===== config.mk =====
export PLATFORM = sky130hd
export DESIGN_NAME = uart_tx_scheduler
export DESIGN_NICKNAME = d
export VERILOG_FILES = /design/src/rtl/uart_tx_scheduler.sv
export SDC_FILE = /design/constraint.sdc
export NUM_CORES = 1
export LEC_CHECK = 0
export ABC_CLOCK_PERIOD_IN_PS = 2700
export CAP_MARGIN = 20
export CORE_MARGIN = 4
export CORE_UTILIZATION = 52
export DETAILED_ROUTE_END_ITERATION = 10
export HOLD_SLACK_MARGIN = 0.02
export PLACE_DENSITY = 0.73
export SYNTH_ARGS = -nofsm -noshare
export SYNTH_HDL_FRONTEND = slang
export SYNTH_SLANG_ARGS = --single-unit

===== constraint.sdc =====
create_clock -name clk -period 2.7 [get_ports clk]
set_clock_uncertainty 0.05 [all_clocks]
set_input_delay 0.27 -clock clk [delete_from_list [all_inputs] [get_ports clk]]
set_output_delay 0.27 -clock clk [all_outputs]
set_load 0.02 [all_outputs]

===== src/rtl/uart_tx_scheduler.sv =====
// uart_tx_scheduler: shares one UART transmitter between a trace byte FIFO
// and a 4-byte host status frame; single-byte host commands set the config.
module uart_tx_scheduler #(
    parameter int FIFO_AW = 4,
    parameter int HOLDOFF = 2
) (
    input  logic               clk,
    input  logic               rst,
    input  logic               trace_valid,
    input  logic [7:0]         trace_byte,
    input  logic               rx_strobe,
    input  logic [7:0]         rx_byte,
    input  logic               uart_busy,
    output logic               uart_transmit,
    output logic [7:0]         uart_byte,
    output logic [1:0]         width,
    output logic               trace_en,
    output logic               fifo_ovf,
    output logic [FIFO_AW:0]   fifo_level
);

    localparam int DEPTH = 1 << FIFO_AW;
    localparam int HW    = (HOLDOFF > 1) ? $clog2(HOLDOFF) : 1;

    typedef enum logic [1:0] {
        S_IDLE,
        S_SEND,
        S_HOLD,
        S_WAIT
    } state_t;

    state_t             state_q, state_d;
    logic               src_st_q, src_st_d;
    logic [1:0]         fidx_q, fidx_d;
    logic [HW-1:0]      hcnt_q, hcnt_d;
    logic [7:0]         byte_q, byte_d;
    logic               pend_q, pend_d;
    logic [7:0]         snap1_q, snap1_d;
    logic [7:0]         snap2_q, snap2_d;
    logic [7:0]         snap3_q, snap3_d;
    logic [7:0]         drops_q, drops_d;
    logic               ovf_q, ovf_d;
    logic [1:0]         width_q, width_d;
    logic               en_q, en_d;
    logic [FIFO_AW:0]   cnt_q, cnt_d;
    logic [FIFO_AW-1:0] wr_q, wr_d;
    logic [FIFO_AW-1:0] rd_q, rd_d;
    logic [7:0]         mem [DEPTH];

    logic full;
    logic push_req;
    logic push;
    logic pop;
    logic drop;
    logic issue0;
    logic cmd_w;
    logic cmd_en;
    logic cmd_dis;
    logic cmd_clr;
    logic cmd_st;

    assign cmd_w   = rx_strobe && (rx_byte[7:2] == 6'b001100);
    assign cmd_en  = rx_strobe && (rx_byte == 8'h45);
    assign cmd_dis = rx_strobe && (rx_byte == 8'h44);
    assign cmd_clr = rx_strobe && (rx_byte == 8'h43);
    assign cmd_st  = rx_strobe && (rx_byte == 8'h53);

    // A full FIFO still accepts a byte when the head leaves in the same cycle
    assign full     = (cnt_q == (FIFO_AW+1)'(DEPTH));
    assign pop      = (state_q == S_SEND) && !src_st_q;
    assign push_req = trace_valid && en_q;
    assign push     = push_req && (!full || pop);
    assign drop     = push_req && full && !pop;
    assign issue0   = (state_q == S_SEND) && src_st_q && (fidx_q == 2'd0);

    always_comb begin
        width_d = width_q;
        en_d    = en_q;
        unique case (1'b1)
            cmd_w:   width_d = rx_byte[1:0];
            cmd_en:  en_d = 1'b1;
            cmd_dis: en_d = 1'b0;
            default: ;
        endcase
    end

    always_comb begin
        ovf_d   = ovf_q;
        drops_d = drops_q;
        if (cmd_clr) begin
            ovf_d   = drop;
            drops_d = {7'd0, drop};
        end else if (drop) begin
            ovf_d = 1'b1;
            if (drops_q != 8'hFF) begin
                drops_d = drops_q + 8'd1;
            end
        end
    end

    always_comb begin
        pend_d = pend_q;
        if (cmd_st) begin
            pend_d = 1'b1;
        end
        if (issue0) begin
            pend_d = 1'b0;
        end
    end

    always_comb begin
        wr_d  = wr_q;
        rd_d  = rd_q;
        cnt_d = cnt_q;
        if (push) begin
            wr_d = wr_q + FIFO_AW'(1);
        end
        if (pop) begin
            rd_d = rd_q + FIFO_AW'(1);
        end
        if (push && !pop) begin
            cnt_d = cnt_q + (FIFO_AW+1)'(1);
        end else if (pop && !push) begin
            cnt_d = cnt_q - (FIFO_AW+1)'(1);
        end
    end

    // Frame bytes 1-3 are frozen as byte 0 goes out
    always_comb begin
        snap1_d = snap1_q;
        snap2_d = snap2_q;
        snap3_d = snap3_q;
        if (issue0) begin
            snap1_d = {en_q, ovf_q, width_q, 4'h0};
            snap2_d = drops_q;
            snap3_d = 8'(cnt_q);
        end
    end

    always_comb begin
        state_d  = state_q;
        src_st_d = src_st_q;
        fidx_d   = fidx_q;
        hcnt_d   = hcnt_q;
        byte_d   = byte_q;
        unique case (state_q)
            S_IDLE: begin
                if (!uart_busy) begin
                    if (pend_q) begin
                        state_d  = S_SEND;
                        src_st_d = 1'b1;
                        fidx_d   = 2'd0;
                        byte_d   = 8'hA5;
                    end else if (cnt_q != '0) begin
                        state_d  = S_SEND;
                        src_st_d = 1'b0;
                        byte_d   = mem[rd_q];
                    end
                end
            end
            S_SEND: begin
                state_d = S_HOLD;
                hcnt_d  = '0;
            end
            S_HOLD: begin
                if (hcnt_q == HW'(HOLDOFF - 1)) begin
                    state_d = S_WAIT;
                end else begin
                    hcnt_d = hcnt_q + HW'(1);
                end
            end
            S_WAIT: begin
                if (!uart_busy) begin
                    if (src_st_q && (fidx_q != 2'd3)) begin
                        state_d = S_SEND;
                        fidx_d  = fidx_q + 2'd1;
                        unique case (fidx_q)
                            2'd0:    byte_d = snap1_q;
                            2'd1:    byte_d = snap2_q;
                            default: byte_d = snap3_q;
                        endcase
                    end else begin
                        state_d = S_IDLE;
                    end
                end
            end
            default: state_d = S_IDLE;
        endcase
    end

    always_ff @(posedge clk) begin
        if (rst) begin
            state_q  <= S_IDLE;
            src_st_q <= 1'b0;
            fidx_q   <= 2'd0;
            hcnt_q   <= '0;
            byte_q   <= 8'h00;
            pend_q   <= 1'b0;
            snap1_q  <= 8'h00;
            snap2_q  <= 8'h00;
            snap3_q  <= 8'h00;
            drops_q  <= 8'h00;
            ovf_q    <= 1'b0;
            width_q  <= 2'b11;
            en_q     <= 1'b1;
            cnt_q    <= '0;
            wr_q     <= '0;
            rd_q     <= '0;
        end else begin
            state_q  <= state_d;
            src_st_q <= src_st_d;
            fidx_q   <= fidx_d;
            hcnt_q   <= hcnt_d;
            byte_q   <= byte_d;
            pend_q   <= pend_d;
            snap1_q  <= snap1_d;
            snap2_q  <= snap2_d;
            snap3_q  <= snap3_d;
            drops_q  <= drops_d;
            ovf_q    <= ovf_d;
            width_q  <= width_d;
            en_q     <= en_d;
            cnt_q    <= cnt_d;
            wr_q     <= wr_d;
            rd_q     <= rd_d;
        end
    end

    always_ff @(posedge clk) begin
        if (push) begin
            mem[wr_q] <= trace_byte;
        end
    end

    assign uart_transmit = (state_q == S_SEND);
    assign uart_byte     = byte_q;
    assign width         = width_q;
    assign trace_en      = en_q;
    assign fifo_ovf      = ovf_q;
    assign fifo_level    = cnt_q;

endmodule


Yosys cells after proc, flatten, opt, wreduce, memory -nomap -nowiden
Memories as Yosys holds them, arrays and structs flattened. A register that Yosys moved wholly into a read port is not among the register bits. Cells that the tools add are included.

Multiply operators: 0. Multiplexer cells: 35. Add/subtract/negate cells: 7. Bitwise operators: 1. Reductions and logical operators: 38. Magnitude comparators: 0. Equal/unequal tests: 18. Divide/modulo/power cells: 0. Shift-type cells: 0.

Operators by type and width (number): 2-to-1 mux 8 bit (5); equality test 8 x 7 -> 1 bit, second input constant (4); case mux 8 bit (2 select lines) (2); 2-to-1 mux 2 bit (9); logical AND 1 bit (15); nonzero test 2 bit (7); != test 2 bit, second input constant (6); 2-to-1 mux 1 bit (11); 2-to-1 mux 5 bit (2); AND reduction 5 bit (2); adder 4 x 1 -> 4 bit, second input constant (2); adder 8 x 1 -> 8 bit, second input constant (1); 2-to-1 mux 4 bit (2); != test 8 bit, second input constant (1); case mux 2 bit (4 select lines) (1); equality test 6 x 4 -> 1 bit, second input constant (1); adder 5 x 1 -> 5 bit, second input constant (1); equality test 5 bit, second input constant (1); nonzero test 5 bit (1); subtractor 5 x 1 -> 5 bit, second input constant (1); equality test 2 x 1 -> 1 bit, second input constant (2); equality test 2 bit, second input constant (2); zero test 1 bit (4); zero test 2 bit (2); other kinds (11) (14).

Memory bits (writable): 128. Memories kept: 1. Bits in latches: 0. Bits of input ports: 21. Register bits: 57. ROM bits: 0.

Memory list: mem (depth 16, bits a word 8, read ports 1, clocked after memory_dff 1, wr ports 1, RTL line 48) `logic [7:0] mem [DEPTH];`.

Longest topological paths before layout
Gate-level depths: netlist of run 1.

Depth after elaboration: 8. Mapped depth: 13. Gate-level depth less buffers: 13.

Worst setup path before layout of run 1
Ideal clock, no wire load.

Path kind: register -> register. From: register state_q[1]. To: register cnt_q[4] (netlist: fifo_level[4]). Library setup time: 70 ps. Slack: -369 ps. Data required time: 2580 ps. Stages on the path, launching flop included: 14. Buffers on the path: 0. Clock period less this slack: 3069 ps. Arrival: 2949 ps. Path through: dfxtp_1 -> inv_1 -> ha_1 -> and2b_1 -> inv_1 -> a31oi_2 -> ha_1 -> inv_1 -> fa_1 -> a21o_1 -> a21oi_1 -> xnor2_1 -> or3_1 -> a21oi_1.

Cells in the longest elaborated chain, start to end: 7. Elaborated cells on any way between the ends: 10. Those cells by class: eq/ne: 1; mux: 1; reduce/logical: 8.

RTL lines: start: declaration (RTL line 32) `state_t state_q, state_d;`; start signal: assignment (RTL line 210) `state_q <= state_d;`; equality test 2 x 1 -> 1 bit (*); via uart_transmit (RTL line 14) `output logic uart_transmit,`; logical AND 1 bit (*) (RTL line 70) `assign pop = (state_q == S_SEND) && !src_st_q;`; logical OR 1 bit (*) (RTL line 72) `assign push = push_req && (!full || pop);`; logical AND 1 bit (*) (RTL line 72); via push (RTL line 52) `logic push;`; zero test 1 bit (RTL line 123) `end else if (pop && !push) begin`; logical AND 1 bit (RTL line 123); nonzero test 2 bit (no source line); end signal: assignment (RTL line 223) `cnt_q <= cnt_d;`; end: declaration (RTL line 45) `logic [FIFO_AW:0] cnt_q, cnt_d;`.

The timed path passes the listed nets; every way through them passes the cells marked *. A chain may end at the register's enable or synchronous reset.

Final worst setup path of run 1
From: register state_q[0]. To: register cnt_q[4] (netlist: fifo_level[4]).

Cells in the longest elaborated chain, start to end: 7. Elaborated cells on any way between the ends: 10. Those cells by class: eq/ne: 1; mux: 1; reduce/logical: 8.

RTL lines (RTL line): equality test 2 x 1 -> 1 bit (*) (70); logical AND 1 bit (*) (70); logical OR 1 bit (*) (72); logical AND 1 bit (*) (72); via push (52); zero test 1 bit (123); logical AND 1 bit (123); nonzero test 2 bit (no source line).

Marked as above.

==> results of run 1 <==
==> power groups by stage <==
stage               registers, uW  logic [uW]  clock network (uW)
floorplan                    3580        1340                   0
detailed placement           3490        2160                   0
global route                 3460        2420                2400
finish                       3440        2220                2250
global placement             3470        2100                   0
CTS                          3430        2170                2290
==> worst max-delay path by stage <==
stage,startpoint,to,slack [ns],depth (start not counted)
after CTS,state_q[1],fifo_level[4],0.04,13
after floorplan,state_q[1],fifo_level[4],0.007,13
after detailed placement,trace_valid,fifo_level[4],-0.01,11
final,state_q[0],fifo_level[4],0.14,12
after global routing,state_q[1],fifo_level[4],0.02,13
after global placement,trace_valid,fifo_level[4],0.06,11
==> area by class of cell <==
type / instances / area, um2 / share of cell area
Timing Repair Buffer: 69 / 621 / 0.0678
Clock buffer: 21 / 440 / 0.0481
Inverter: 13 / 53.8 / 0.00587
Multi-Input combinational cell: 334 / 2660 / 0.290
Sequential cell: 189 / 5070 / 0.554
Clock inverter: 11 / 85.1 / 0.00929
Tap cell: 184 / 230 / 0.0251
==> sequential cells by signal (all words and copies together), names as in the netlist, named ones only <==
| name | cells |
|---|---|
| drops_q | 8 |
| fidx_q | 2 |
| fifo_level | 5 |
| fifo_ovf | 1 |
| hcnt_q | 1 |
| mem | 128 |
| pend_q | 1 |
| rd_q | 4 |
| snap1_q | 4 |
| snap2_q | 8 |
| snap3_q | 5 |
| src_st_q | 1 |
| state_q | 2 |
| trace_en | 1 |
| uart_byte | 8 |
| width | 2 |
| wr_q | 4 |
==> through the flow <==
| stage | total power (uW) | instance area, um2 | util | hold WS, ns |
|---|---|---|---|---|
| after floorplan | 4920 | 7900 | - | 0.319 |
| after global placement | 5580 | 8590 | 0.585 | 0.391 |
| after detailed placement | 5650 | 8590 | 0.585 | 0.397 |
| after CTS | 7890 | 9120 | 0.620 | 0.158 |
| after global routing | 8280 | 9160 | 0.623 | 0.178 |
| final | 7900 | 9160 | 0.623 | 0.172 |
==> per-layer routing <==
metal / GRT usage / share of wire / up-vias
met5: 0 / 0 / -
met4: 0.0702 / 0.018 / 0
met2: 0.298 / 0.47 / 136
met3: 0.0421 / 0.051 / 25
li1: - / - / 2251
met1: 0.290 / 0.46 / 2424
==> kinds of logic (layout without fill, tap and decap cells) <==
kind of cell               Yosys count  after routing  share of synthesized area
DFF                                189            189                      0.643
and+or+nand+nor                    170            170                      0.108
AOI/OAI and AO/OA                   86             86                     0.0720
buffers and inverters               45            114                     0.0249
muxes                               42             42                      0.102
adders and majority gates           19             19                     0.0311
xor gates and xnor gates            17             17                     0.0189
==> Yosys cell counts (all sizes together) (2+ instances only) <==
cell,instances
nor4bb,3
nor2,48
nor4,5
a2111oi,2
nor3b,5
inv,13
o21ai,8
mux2i,7
o211ai,4
clkbuf,21
a222oi,2
mux4,30
a22oi,4
or4b,2
nand3,8
buf,11
xnor2,12
nand2b,6
xor2,5
nand4,3
and3,7
edfxtp,128
mux2,5
nand2,58
o31ai,2
ha,18
a211o,2
nor3,11
a21oi,39
o22ai,5
a21o,3
nor2b,4
a31oi,2
nor4b,4
a311o,2
dfxtp,61
a221o,5
==> what timing repair did <==
| item | CTS | global route |
|---|---|---|
| buffers inserted | 0 | 2 |
| pin swaps | 0 | 3 |
| setup endpoints to repair | 1 | 1 |
| endpoints found under the hold margin | 0 | 0 |
| resized for setup | 1 | 7 |
==> metrics.yaml, run 1 <==
slowest_stage: "dfxtp_1"
worst_slack_ns: 0.139
start_util: 0.536
period_needed_ns: 2.56
nFillCells: 1081
p_sw_frac: 0.299
grt_max_degree: 37
post-dp-hpwl_um: 11000
rrSetupSlack_ns: 0.14
first_global_vias: 4685
power.density_mw_per_mm2: 863
ys_top_cells_by_area: "edfxtp_1 (49%), dfxtp_1 (16%), mux4_2 (8.6%)"
die_y_um: 131
pwr-share-seq: 0.435
netlist_area_mm2: 0.00788
die-area_mm2: 0.0172
grt_pass1_wl_um: 25600
switchingPower_uw: 2370
ys.flop_type: "edfxtp_1"
hp-start: "rst"
dp_slack_ns: -0.0105
core_mm2: 0.0147
hp-class: "in -> reg"
cts_tree: "yes"
cp_cell_sequence: "ha_4 -> and2b_2 -> inv_4 -> a31oi_4 -> ha_4 -> inv_2 -> fa_2 -> a21o_1 -> a21oi_2 -> xnor2_1 -> or3_1 -> a21oi_2"
worstMarginPinSlew_ns: 0.903
max_freq_mhz: 390
avgSynthCellArea_um2: 13.9
grt_usage: 0.199
final_cell_mix: "edfxtp_1 (128), dfxtp_1 (59), nand2_1 (58), nor2_1 (46)"
clk_path_buf_depth: 2
place_inst: 787
relSlewSlack: 0.397
root_buffer: "clkbuf_16"
viasPerCell: 5.89
ys_types: 58
pin_count: 39
finalNonFillerCells: 821
cts_made_buffers: 17
tns_ns: 0
ys.warnings.count: 0
synth.top_cell.area_share: 0.488
critPathCaptureType: "flip-flop"
cp_slowest_stage_delay_ns: 0.41
drive_gt1_frac: 0.182
crit_buf_inv: 2
crit_required_ns: 3.01
hold_viol: 0
portBuffers: 38
clk_latency_ns: 0.42
synth_area_leader_cell: "edfxtp_1"
die_width_um: 131
syn_nets: 608
first_pass_iters: 5
clockPowerShare: 0.284
path_clk_slew_ns: 0.06
fin_crit_sh: 0.949
grt_overflow: 0
place_congestion: 0.833
cts_hold_buf: 0
placementRows: 44
rsz0062_at_grt: "no"
pwr-share-comb: 0.281
max_cap_violations: 0
hold_depth: 2
layout.nets: 664
worstPathMaxFanout: 4
syn2layout_area_growth_pct: 16.3
synth_seq_cells: 189
vias: 4836
setup_violations: 0
async_flop_share: 0
internal-power_uw: 5540
htree_levels: 4
ir_drop_mv: 0.505
drt_iter0_markers: 485
status: "complete, no violations"
worst-setup-path-type: "reg -> reg"
drv_slew: 0
reg2regPathDepth: 12
seq_area_frac_synth: 0.643
cts_num_sinks: 189
r2r-start: "state_q[0]"
critPathLaunchType: "flip-flop"
critPathArrivalTime_ns: 2.87
ant_nets: 0
drc_errors: 0
reg2reg_to: "fifo_level[4]"
layout_commonest_cell: "edfxtp_1"
antenna_found_initial: 0
min_to: "uart_byte[5]"
wl_per_cell_um: 19.6
critical_path.top_delay_family: "adder cells"
synth-edff-count: 128
insertedDiodeCount: 0
leakagePower_uw: 0.00302
syn_inst: 568
drt-total-wl_um: 16100
(Power assumes the default switching activity.)
==> run 2: changes to the inputs <==
--- a/config.mk
+++ b/config.mk
@@ -12,6 +12,7 @@
 export DETAILED_ROUTE_END_ITERATION = 10
 export HOLD_SLACK_MARGIN = 0.02
 export PLACE_DENSITY = 0.73
+export SETUP_SLACK_MARGIN = 0.5
 export SYNTH_ARGS = -nofsm -noshare
 export SYNTH_HDL_FRONTEND = slang
 export SYNTH_SLANG_ARGS = --single-unit
==> metrics.yaml, run 2 (same netlist as run 1, synthesis figures left out) <==
max_cap_violations: 0
critPathLaunchType: "flip-flop"
die_y_um: 131
viasPerCell: 5.93
die-area_mm2: 0.0172
fin_crit_sh: 0.935
grt_pass1_wl_um: 26500
p_sw_frac: 0.312
start_util: 0.536
hp-start: "rst"
antenna_found_initial: 0
pin_count: 39
largest_reg_flops: 128
core_mm2: 0.0147
die_width_um: 131
drt_iter0_markers: 537
tns_ns: 0
worstMarginPinSlew_ns: 0.650
drive_gt1_frac: 0.231
cts_num_sinks: 189
setup_violations: 0
root_buffer: "clkbuf_16"
clk_latency_ns: 0.44
power.density_mw_per_mm2: 878
layout_commonest_cell: "edfxtp_1"
rsz0062_at_grt: "yes"
pwr-share-seq: 0.425
crit_required_ns: 3.02
htree_levels: 4
critPathArrivalTime_ns: 2.85
grt_usage: 0.207
grt_overflow: 0
first_global_vias: 4823
portBuffers: 38
worst-setup-path-type: "reg -> reg"
drc_errors: 0
path_clk_slew_ns: 0.07
rrSetupSlack_ns: 0.18
pwr-share-comb: 0.290
internal-power_uw: 5680
final_cell_mix: "edfxtp_1 (128), dfxtp_1 (58), nand2_1 (57), nor2_1 (45)"
switchingPower_uw: 2570
period_needed_ns: 2.52
critPathCaptureType: "flip-flop"
largest_register: "mem"
placementRows: 44
total_power_uw: 8250
drv_slew: 0
post-dp-hpwl_um: 11100
place_congestion: 0.828
final_util: 0.640
hp-class: "in -> reg"
ir_drop_mv: 0.524
wl_per_cell_um: 20.3
nFillCells: 1039
leakagePower_uw: 0.00311
cts_tree: "yes"
startpoint: "state_q[1]"
clk_path_buf_depth: 2
vias: 4913
reg2regPathDepth: 13
grt_max_degree: 52
r2r-start: "state_q[1]"
layout.nets: 673
ant_nets: 0
syn2layout_area_growth_pct: 19.4
relSlewSlack: 0.566
critPathCapture: "fifo_level[4]"
clockPowerShare: 0.285
hold_viol: 0
max_freq_mhz: 396
status: "complete, no violations"
reg2reg_to: "fifo_level[4]"
insertedDiodeCount: 0
worstPathMaxFanout: 4
cts_hold_buf: 0
first_pass_iters: 7
cts_made_buffers: 17
drt-total-wl_um: 16800
==> run 2: per-stage QoR <==
stage          cells  area, um2  hold WS, ns  setup WS, ns
2_1_floorplan    568       7940        0.319        0.0980
3_3_place_gp     788       8640        0.391         0.137
3_5_place_dp     788       8640        0.396        0.0749
4_1_cts          826       9290        0.268         0.196
5_1_grt          829       9400        0.317        0.0517
6_report         829       9400        0.288         0.175
==> run 2: timing repair <==
item                                    in CTS  in global routing
endpoints found under the setup margin      10                 66
resized for setup                            8                 20
setup buffers                                7                  3
pin swaps                                    6                  8
==> run 2: layout make-up <==
class | instances | area, um2 | area share
Sequential cell | 189 | 5070 | 0.540
Multi-Input combinational cell | 334 | 2790 | 0.296
Tap cell | 184 | 230 | 0.0245
Timing Repair Buffer | 78 | 696 | 0.0740
Inverter | 13 | 58.8 | 0.00625
Clock inverter | 14 | 134 | 0.0142
Clock buffer | 17 | 425 | 0.0452
==> run 2: how the worst min path moves through the flow <==
stage / slack, ns / depth (start not counted) / end
3_3_place_gp: 0.39 / 2 / uart_byte[0]
4_1_cts: 0.27 / 3 / drops_q[7]
2_1_floorplan: 0.32 / 0 / mem[0][0]
6_report: 0.29 / 3 / drops_q[7]
5_1_grt: 0.32 / 3 / drops_q[7]
3_5_place_dp: 0.40 / 2 / snap3_q[4]
==> run 2: power groups by stage <==
stage / Clock [uW] / Combinational, uW / Sequential, uW
after floorplan: 0 / 1370 / 3580
after global placement: 0 / 2050 / 3540
after detailed placement: 0 / 2130 / 3560
after CTS: 2410 / 2260 / 3500
after global routing: 2520 / 2590 / 3540
final: 2360 / 2390 / 3510
==> run 2: worst max-delay path, stage by stage, from the launching register on <==
cell and delay [ns]:
dfxtp_4 0.36, inv_4 0.06, ha_4 0.12, and2b_2 0.18, inv_4 0.04, a31oi_4 0.19
ha_4 0.19, inv_6 0.04, fa_2 0.34, a21o_1 0.18, a21oi_2 0.15, xnor2_1 0.10
or3_1 0.33, a21oi_2 0.13
==> run 2: per-layer routing <==
metal	share of wire	vias to the layer above	routed length (um)	GRT usage
li1	-	2272	-	-
met1	0.45	2480	7630	0.295
met2	0.48	145	8130	0.321
met3	0.054	16	906	0.0490
met4	0.0099	0	166	0.0629
met5	0	-	0	0
==> run 3: changes to the inputs <==
--- a/config.mk
+++ b/config.mk
@@ -7,7 +7,7 @@
 export LEC_CHECK = 0
 export ABC_CLOCK_PERIOD_IN_PS = 2700
 export CAP_MARGIN = 20
-export CORE_MARGIN = 4
+export CORE_MARGIN = 2
 export CORE_UTILIZATION = 52
 export DETAILED_ROUTE_END_ITERATION = 10
 export HOLD_SLACK_MARGIN = 0.02
@@ -16,3 +16,4 @@
 export SYNTH_ARGS = -nofsm -noshare
 export SYNTH_HDL_FRONTEND = slang
 export SYNTH_SLANG_ARGS = --single-unit
+export TNS_END_PERCENT = 1
==> metrics.yaml, run 3 (same netlist as run 1, synthesis figures left out) <==
cp_slowest_stage_delay_ns: 0.36
cts_num_sinks: 189
portBuffers: 38
placementRows: 44
drc_errors: 0
rsz0062_at_grt: "yes"
hold_viol: 0
leakagePower_uw: 0.00305
largest_register: "mem"
fin_crit_sh: 0.921
insertedDiodeCount: 0
die-area_mm2: 0.0161
ir_drop_mv: 0.586
nFillCells: 1053
drt_iter0_markers: 461
worst_slack_ns: 0.214
die_width_um: 127
reg2regPathDepth: 13
largest_reg_flops: 128
first_global_vias: 4847
final_util: 0.632
reg2reg_to: "fifo_level[4]"
drv_slew: 0
path_clk_slew_ns: 0.07
viasPerCell: 5.85
critPathLaunchType: "flip-flop"
grt_pass1_wl_um: 26100
critPathCaptureType: "flip-flop"
critPathArrivalTime_ns: 2.81
cts_made_buffers: 17
place_inst: 786
ant_nets: 0
dp_slack_ns: 0.0410
grt_max_degree: 34
antenna_found_initial: 0
grt_usage: 0.213
setup_violations: 0
worstPathMaxFanout: 4
r2r-start: "state_q[1]"
first_pass_iters: 5
power.density_mw_per_mm2: 877
pin_count: 39
worst-setup-path-type: "reg -> reg"
clk_path_buf_depth: 2
drt-total-wl_um: 16500
drive_gt1_frac: 0.193
slowest_stage: "dfxtp_4"
period_needed_ns: 2.49
critPathCapture: "fifo_level[4]"
worstMarginPinSlew_ns: 0.745
wl_per_cell_um: 20.0
hp-class: "in -> reg"
regArea_mm2: 0.00507
cts_tree: "yes"
max_cap_violations: 0
post-dp-hpwl_um: 10800
vias: 4830
clk_latency_ns: 0.43
startpoint: "state_q[1]"
place_congestion: 0.758
crit_path_frequent_cell: "inv_4"
multi_input_area_mm2: 0.00268
grt_overflow: 0
core_mm2: 0.0146
syn2layout_area_growth_pct: 17.5
final_cell_mix: "edfxtp_1 (128), nand2_1 (58), dfxtp_1 (58), nor2_1 (46)"
finalNonFillerCells: 826
max_freq_mhz: 402
layout.nets: 669
cp_cell_sequence: "inv_4 -> ha_4 -> and2b_4 -> inv_4 -> a31oi_4 -> ha_4 -> inv_4 -> fa_2 -> a21o_1 -> a21oi_2 -> xnor2_1 -> or3_1 -> a21oi_2"
tns_ns: 0
layout_commonest_cell: "edfxtp_1"
crit_required_ns: 3.02
rrSetupSlack_ns: 0.21
start_util: 0.538
relSlewSlack: 0.491
htree_levels: 4
die_y_um: 127
status: "complete, no violations"
root_buffer: "clkbuf_16"
## run 3: critical path: cells and delay by family (launching register included)
kind	cells	cell delay, ns
fa+ha+maj	3	0.66
compound gates	4	0.63
simple gates	2	0.50
flops	1	0.36
buf+inv	3	0.15
xor+xnor	1	0.08
## run 3: metal layers
metal  wire, um  global-route usage  vias up
met1       7430               0.291     2389
met5          0                   0        -
li1           -                   -     2263
met2       7860               0.344      158
met4        248              0.0724        0
met3        963              0.0456       20
## run 3: worst min path at each step
stage	from	to	slack (ns)	cells after the start
4_1_cts	rst	state_q[1]	0.17	2
6_report	rst	hcnt_q	0.19	2
3_3_place_gp	snap3_q[4]	snap3_q[4]	0.39	2
3_5_place_dp	snap3_q[2]	snap3_q[2]	0.40	2
2_1_floorplan	trace_byte[0]	mem[0][0]	0.32	0
5_1_grt	rst	state_q[1]	0.19	2
## run 3: what timing repair did
action | in CTS | in global routing
pin swaps | 8 | 6
gates resized for setup | 5 | 3
buffers inserted | 8 | 0
endpoints found under the setup margin | 16 | 80
hold buffers | 0 | 0
## run 3: layout make-up
type	count	area share
Clock buffer	21	0.0476
Clock inverter	11	0.0119
Inverter	13	0.00608
Multi-Input combinational cell	334	0.289
Sequential cell	189	0.548
Tap cell	184	0.0249
Timing Repair Buffer	74	0.0725
## run 3: power breakdown
group          switching, uW  total (uW)  internal [uW]  leakage, uW
clock network           1070        2350           1280     0.000266
logic                   1190        2310           1130      0.00113
registers                164        3450           3290      0.00165
total                   2420        8110           5700      0.00305
## run 3: metrics by stage
| stage | hold WS (ns) | power [uW] | area (um2) |
|---|---|---|---|
| final | 0.193 | 8110 | 9250 |
| after global routing | 0.194 | 8480 | 9250 |
| after CTS | 0.174 | 8110 | 9240 |
| after detailed placement | 0.403 | 5680 | 8610 |
| after global placement | 0.388 | 5590 | 8610 |
| after floorplan | 0.319 | 4950 | 7920 |
